File: config.mk
export PLATFORM = sky130hd
export DESIGN_NAME = fetch_realign
export DESIGN_NICKNAME = d
export VERILOG_FILES = /design/src/rtl/fetch_realign_pkg.sv /design/src/rtl/fetch_realign.sv
export SDC_FILE = /design/constraint.sdc
export NUM_CORES = 1
export LEC_CHECK = 0
export BUFFER_PORTS_ARGS = -buffer_cell sky130_fd_sc_hd__buf_2
export CAP_MARGIN = 20
export CORE_MARGIN = 2
export CORE_UTILIZATION = 47
export DETAILED_ROUTE_END_ITERATION = 7
export PLACE_DENSITY_LB_ADDON = 0.15
export REMOVE_ABC_BUFFERS = 1
export SYNTH_ARGS = -nofsm -noshare
export SYNTH_HDL_FRONTEND = slang
export SYNTH_SLANG_ARGS = --single-unit
export TNS_END_PERCENT = 20
File: constraint.sdc
create_clock -name clk_i -period 1.8 [get_ports clk_i]
set_input_delay 0.09 -clock clk_i [delete_from_list [all_inputs] [get_ports clk_i]]
set_output_delay 0.09 -clock clk_i [all_outputs]
set_load 0.01 [all_outputs]
File: src/rtl/fetch_realign_pkg.sv
// Shared frontend types and helpers: fetch slot record, compressed-halfword test,
// and the core configuration record consumed by the realigner.
package fetch_realign_pkg;

  typedef struct packed {
    int unsigned VLEN;
    bit          RVC;
  } cva6_cfg_t;

  localparam int unsigned VLEN_DEFAULT = 32;
  localparam cva6_cfg_t   cva6_cfg_empty = '{VLEN: VLEN_DEFAULT, RVC: 1'b1};

  localparam int unsigned INSTR_PER_FETCH = 2;

  // Low two opcode bits of every 32-bit RISC-V instruction; anything else is RVC.
  localparam logic [1:0] OPCODE_32B_LSB = 2'b11;

  typedef struct packed {
    logic                    valid;
    logic [VLEN_DEFAULT-1:0] addr;
    logic [31:0]             instr;
  } fetch_slot_t;

  function automatic logic is_rvc(input logic [15:0] halfword);
    return halfword[1:0] != OPCODE_32B_LSB;
  endfunction

endpackage

File: src/rtl/fetch_realign.sv
// Splits each 32-bit fetch block into up to two aligned instructions, holding the
// lower half of a 32-bit instruction that straddles into the next block.
module fetch_realign
  import fetch_realign_pkg::*;
#(
  parameter cva6_cfg_t CVA6Cfg = cva6_cfg_empty
) (
  input  logic                                         clk_i,
  input  logic                                         rst_ni,
  input  logic                                         flush_i,
  input  logic                                         valid_i,
  input  logic [CVA6Cfg.VLEN-1:0]                      address_i,
  input  logic [31:0]                                  data_i,
  output logic                                         serving_unaligned_o,
  output logic [INSTR_PER_FETCH-1:0]                   valid_o,
  output logic [INSTR_PER_FETCH-1:0][CVA6Cfg.VLEN-1:0] addr_o,
  output logic [INSTR_PER_FETCH-1:0][31:0]             instr_o
);

  localparam int unsigned VLEN = CVA6Cfg.VLEN;

  typedef struct packed {
    logic            valid;
    logic [VLEN-1:0] addr;
    logic [31:0]     instr;
  } slot_t;

  slot_t [INSTR_PER_FETCH-1:0] slot;

  logic            unaligned_q, unaligned_d;
  logic [15:0]     unaligned_instr_q, unaligned_instr_d;
  logic [VLEN-1:0] unaligned_address_q, unaligned_address_d;

  logic [15:0]     lo, hi;
  logic            lo_c, hi_c;
  logic [VLEN-1:0] addr_plus2;
  logic            take_hi;

  assign lo         = data_i[15:0];
  assign hi         = data_i[31:16];
  // With RVC disabled every halfword is the start of a 32-bit instruction.
  assign lo_c       = CVA6Cfg.RVC && is_rvc(lo);
  assign hi_c       = CVA6Cfg.RVC && is_rvc(hi);
  assign addr_plus2 = address_i + VLEN'(2);

  always_comb begin
    slot                = '0;
    take_hi             = 1'b0;
    unaligned_d         = unaligned_q;
    unaligned_instr_d   = unaligned_instr_q;
    unaligned_address_d = unaligned_address_q;

    if (flush_i) begin
      unaligned_d = 1'b0;
    end else if (valid_i) begin
      unaligned_d = 1'b0;
      if (!address_i[1]) begin
        if (unaligned_q) begin
          slot[0] = '{1'b1, unaligned_address_q, {lo, unaligned_instr_q}};
          take_hi = 1'b1;
        end else if (lo_c) begin
          slot[0] = '{1'b1, address_i, {16'h0, lo}};
          take_hi = 1'b1;
        end else begin
          slot[0] = '{1'b1, address_i, data_i};
        end

        if (take_hi) begin
          if (hi_c) begin
            slot[1] = '{1'b1, addr_plus2, {16'h0, hi}};
          end else begin
            unaligned_d         = 1'b1;
            unaligned_instr_d   = hi;
            unaligned_address_d = addr_plus2;
          end
        end
      end else begin
        // Halfword entry point: lo is stale and any held half cannot continue here.
        if (hi_c) begin
          slot[0] = '{1'b1, address_i, {16'h0, hi}};
        end else begin
          unaligned_d         = 1'b1;
          unaligned_instr_d   = hi;
          unaligned_address_d = address_i;
        end
      end
    end
  end

  always_ff @(posedge clk_i or negedge rst_ni) begin
    if (!rst_ni) begin
      unaligned_q         <= 1'b0;
      unaligned_instr_q   <= '0;
      unaligned_address_q <= '0;
    end else if (valid_i || flush_i) begin
      unaligned_q         <= unaligned_d;
      unaligned_instr_q   <= unaligned_instr_d;
      unaligned_address_q <= unaligned_address_d;
    end
  end

  assign serving_unaligned_o = unaligned_q;

  always_comb begin
    for (int i = 0; i < INSTR_PER_FETCH; i++) begin
      valid_o[i] = slot[i].valid;
      addr_o[i]  = slot[i].addr;
      instr_o[i] = slot[i].instr;
    end
  end

endmodule

==> results.toml <==
[yosys]
yosysSeqAreaShare_pct = 31.7
synthesis.area_per_instance_sq_um = 8.46
synth-edff-count = 0
ys_warn_count = 0
syn_area_sq_mm = 0.00387
syn-instance-count = 458
synth_top_cell_by_area = "sky130_fd_sc_hd__dfrtp_1"
ys_dominant_reg_cell = "sky130_fd_sc_hd__dfrtp_1"
synth_cell_type_count = 46
number_of_synthesized_register_bits = 49
synthDominantCellAreaShare_pct = 31.7
postSynth.asyncResetShare_pct = 100
synth.area.top_cells = "sky130_fd_sc_hd__dfrtp_1, sky130_fd_sc_hd__xor2_1, sky130_fd_sc_hd__nand2_1, sky130_fd_sc_hd__nor2_1, sky130_fd_sc_hd__a22o_1"

[clock_network]
tritoncts = "yes"
clockRootBuffer = "sky130_fd_sc_hd__clkbuf_8"
clock_sink_count = 49
clock_path_buffers = 2
cts_buffers = 5
cts.repair_timing.setup_buffer_count = 0
worst_skew_pair.late_latency_ns = 0.30
cts.reportedPaths.clkPinSlew_ns = 0.10
h-tree-depth = 2

[place]
dp_hpwl_mm = 8.14
io_buffers = 182
gp_routability_congestion = 0.837
placed_area_sq_mm = 0.00493

[global_route]
pin_count_of_the_biggest_net_entering_global_routing = 50
globalRoute.totalOverflow = 0
track_usage_pct = 24.0
grt_antenna_before_repair = 0
via_count_of_the_first_global_routing_pass = 3499
grt_pass1_wl_mm = 17.2

[worst_hold_path]
min_delay_worst_endpoint = "unaligned_address_q[28]"
timing.hold.worst.start = "address_i[28]"
worstHoldPathCells = 2
hold_class = "in2reg"

[run_status]
status = "finished clean"

[timing]
period_minus_slack_ns = 1.74
rsz_0062_raised_after_global_routing = "yes"
clock_skew_ns = 0.00492
worst_slew_margin_rel_pct = 57.4
total_count_of_hold_check_failures_in_the_final_report = 0
number_of_max_slew_violations_in_the_final_report = 0
timing_worst_slew_pin_value_ns = 0.639
finalCritPeriodShare_pct = 96.7
finalSetupTns_ns = 0
timing.fmax_mhz = 574
report.final.setup_viol = 0

[layout]
area_delta_synth_final_pct = 31.8
leading_cell_type_in_the_layout_fill_and_taps_excluded = "sky130_fd_sc_hd__buf_2"
drive_above_1_share_pct = 40.2
layout_common_cells = "sky130_fd_sc_hd__buf_2, sky130_fd_sc_hd__nand2_1, sky130_fd_sc_hd__nor2_1, sky130_fd_sc_hd__dfrtp_1, sky130_fd_sc_hd__o21ai_0"
layout.filler_cells = 780
num_antenna_cells = 0
final_nets = 710
design_area_sq_mm = 0.00510

[critical_path]
worst_r2r_startpoint = "serving_unaligned_o"
worstRegToRegCells = 5
reg2reg_slack_ns = 0.21
startpoint_type = "flip-flop"
cp.required_ns = 1.71
rr_endpoint = "unaligned_address_q[26]"
crit_path_max_fanout = 13
timing.critical_path.arrival_ns = 1.65
worstSetupEndpointType = "primary output"
criticalPathCategory = "reg2out"

[route]
vias = 3966
initial_drt_markers = 147
finalWirelength_mm = 11.4
drt-vias-per-instance = 5.32
drtPass1Iterations = 4
drc_errors = 0
antenna_violating_nets_post_route = 0
routed_wire_length_per_instance_um = 15.3

[pwr]
power_switching_share_pct = 32.0
pwr-share-clk_pct = 22.4
power_per_cell_area_mw_per_mm2 = 583
share_comb_of_total_power_pct = 28.7
intPower_mw = 2.03
ir_worst_vdd_mv = 0.333
pwr-share-seq_pct = 49.0
total_switching_power_uw = 953
power.static_leakage_nw = 2.68

[floorplan]
die_h_um = 94.8
fp-row-count = 33
die_width_um = 94.8
start_util_pct = 47.9
core_sq_mm = 0.00809
io-pin-count = 199
fp.dieArea_sq_mm = 0.00898

[flow_run]
max_cap_violations = 0
power groups by stage:
| stage | combinational, mW | clock [mW] | sequential [mW] |
|---|---|---|---|
| 6_report | 0.853 | 0.667 | 1.46 |
| 5_1_grt | 0.944 | 0.737 | 1.48 |
| 4_1_cts | 0.847 | 0.698 | 1.45 |
| 3_5_place_dp | 0.840 | 0 | 1.47 |
| 3_3_place_gp | 0.818 | 0 | 1.46 |
| 2_1_floorplan | 0.484 | 0 | 1.44 |
worst max-delay path by stage:
stage / endpoint / from / depth (start not counted)
after floorplan: unaligned_address_q[0] / serving_unaligned_o / 4
after global placement: unaligned_address_q[26] / serving_unaligned_o / 5
after detailed placement: unaligned_address_q[14] / serving_unaligned_o / 5
after CTS: addr_o[58] / serving_unaligned_o / 8
after global routing: addr_o[58] / serving_unaligned_o / 8
final: addr_o[58] / serving_unaligned_o / 8
critical path, stage by stage (launching register included):
cell and delay (ns):
sky130_fd_sc_hd__dfrtp_1 0.38, sky130_fd_sc_hd__nor2b_2 0.05, sky130_fd_sc_hd__and2_4 0.16, sky130_fd_sc_hd__nor2_2 0.15, sky130_fd_sc_hd__nand2_2 0.13, sky130_fd_sc_hd__buf_12 0.17, sky130_fd_sc_hd__inv_1 0.07, sky130_fd_sc_hd__o21a_1 0.12
sky130_fd_sc_hd__buf_2 0.12
final cells by class:
class / instances / area, sq um / share of cell area [%]
multi-input combinational: 368 / 2420 / 47.5
sequential: 49 / 1230 / 24.0
timing repair buffer: 210 / 1210 / 23.7
tap: 105 / 131 / 2.57
clock buffer: 5 / 68.8 / 1.35
inverter: 6 / 22.5 / 0.441
clock inverter: 3 / 21.3 / 0.417
stage by stage:
step | setup WS (ns) | std cells | total power, mW | hold WS, ns | utilization (%)
2_1_floorplan | -1.58 | 423 | 1.93 | -0.206 | -
3_3_place_gp | 0.235 | 734 | 2.28 | 0.244 | 60.9
3_5_place_dp | 0.190 | 734 | 2.31 | 0.244 | 60.9
4_1_cts | 0.0219 | 745 | 3.00 | 0.0314 | 62.5
5_1_grt | -0.0360 | 746 | 3.16 | 0.0350 | 63.1
6_report | 0.0587 | 746 | 2.98 | 0.0449 | 63.1
kinds of logic after synthesis:
logic type	synth area share, %
AND/OR/NAND/NOR	23.7
AO/OA/AOI/OAI	15.8
buffers and inverters	7.85
flip-flops	31.7
multiplexers	12.7
XOR/XNOR	7.46
adder cells (fa/ha/maj)	0.646
other	0.0968
per-layer routing:
metal | up-vias | track usage [%] | share of wire [%]
met3 | 6 | 3.51 | 5.2
li1 | 1937 | - | -
met2 | 121 | 41.7 | 50
met4 | 0 | 5.80 | 0.76
met5 | - | 0 | 0
met1 | 1902 | 31.4 | 44
cells in the mapped netlist, drive strengths merged (14+ instances only):
master	count
mux2i	14
and3	25
mux2	28
xor2	26
nor2	54
buf	29
nand2	57
clkbuf	21
a22o	23
o21ai	31
a22oi	16
dfrtp	49
repair_timing:
action	4_1_cts	5_1_grt
hold endpoints to repair	50	0
pin swaps	0	1
setup endpoints to repair	2	27
resized for setup	2	8
cloned	0	1
hold buffers	3	0
flip-flops by register name, summed over array words and instances (netlist names):
signal               count
unaligned_instr_q       16
unaligned_address_q     32
serving_unaligned_o      1
Power figures use the tool's default switching activity.
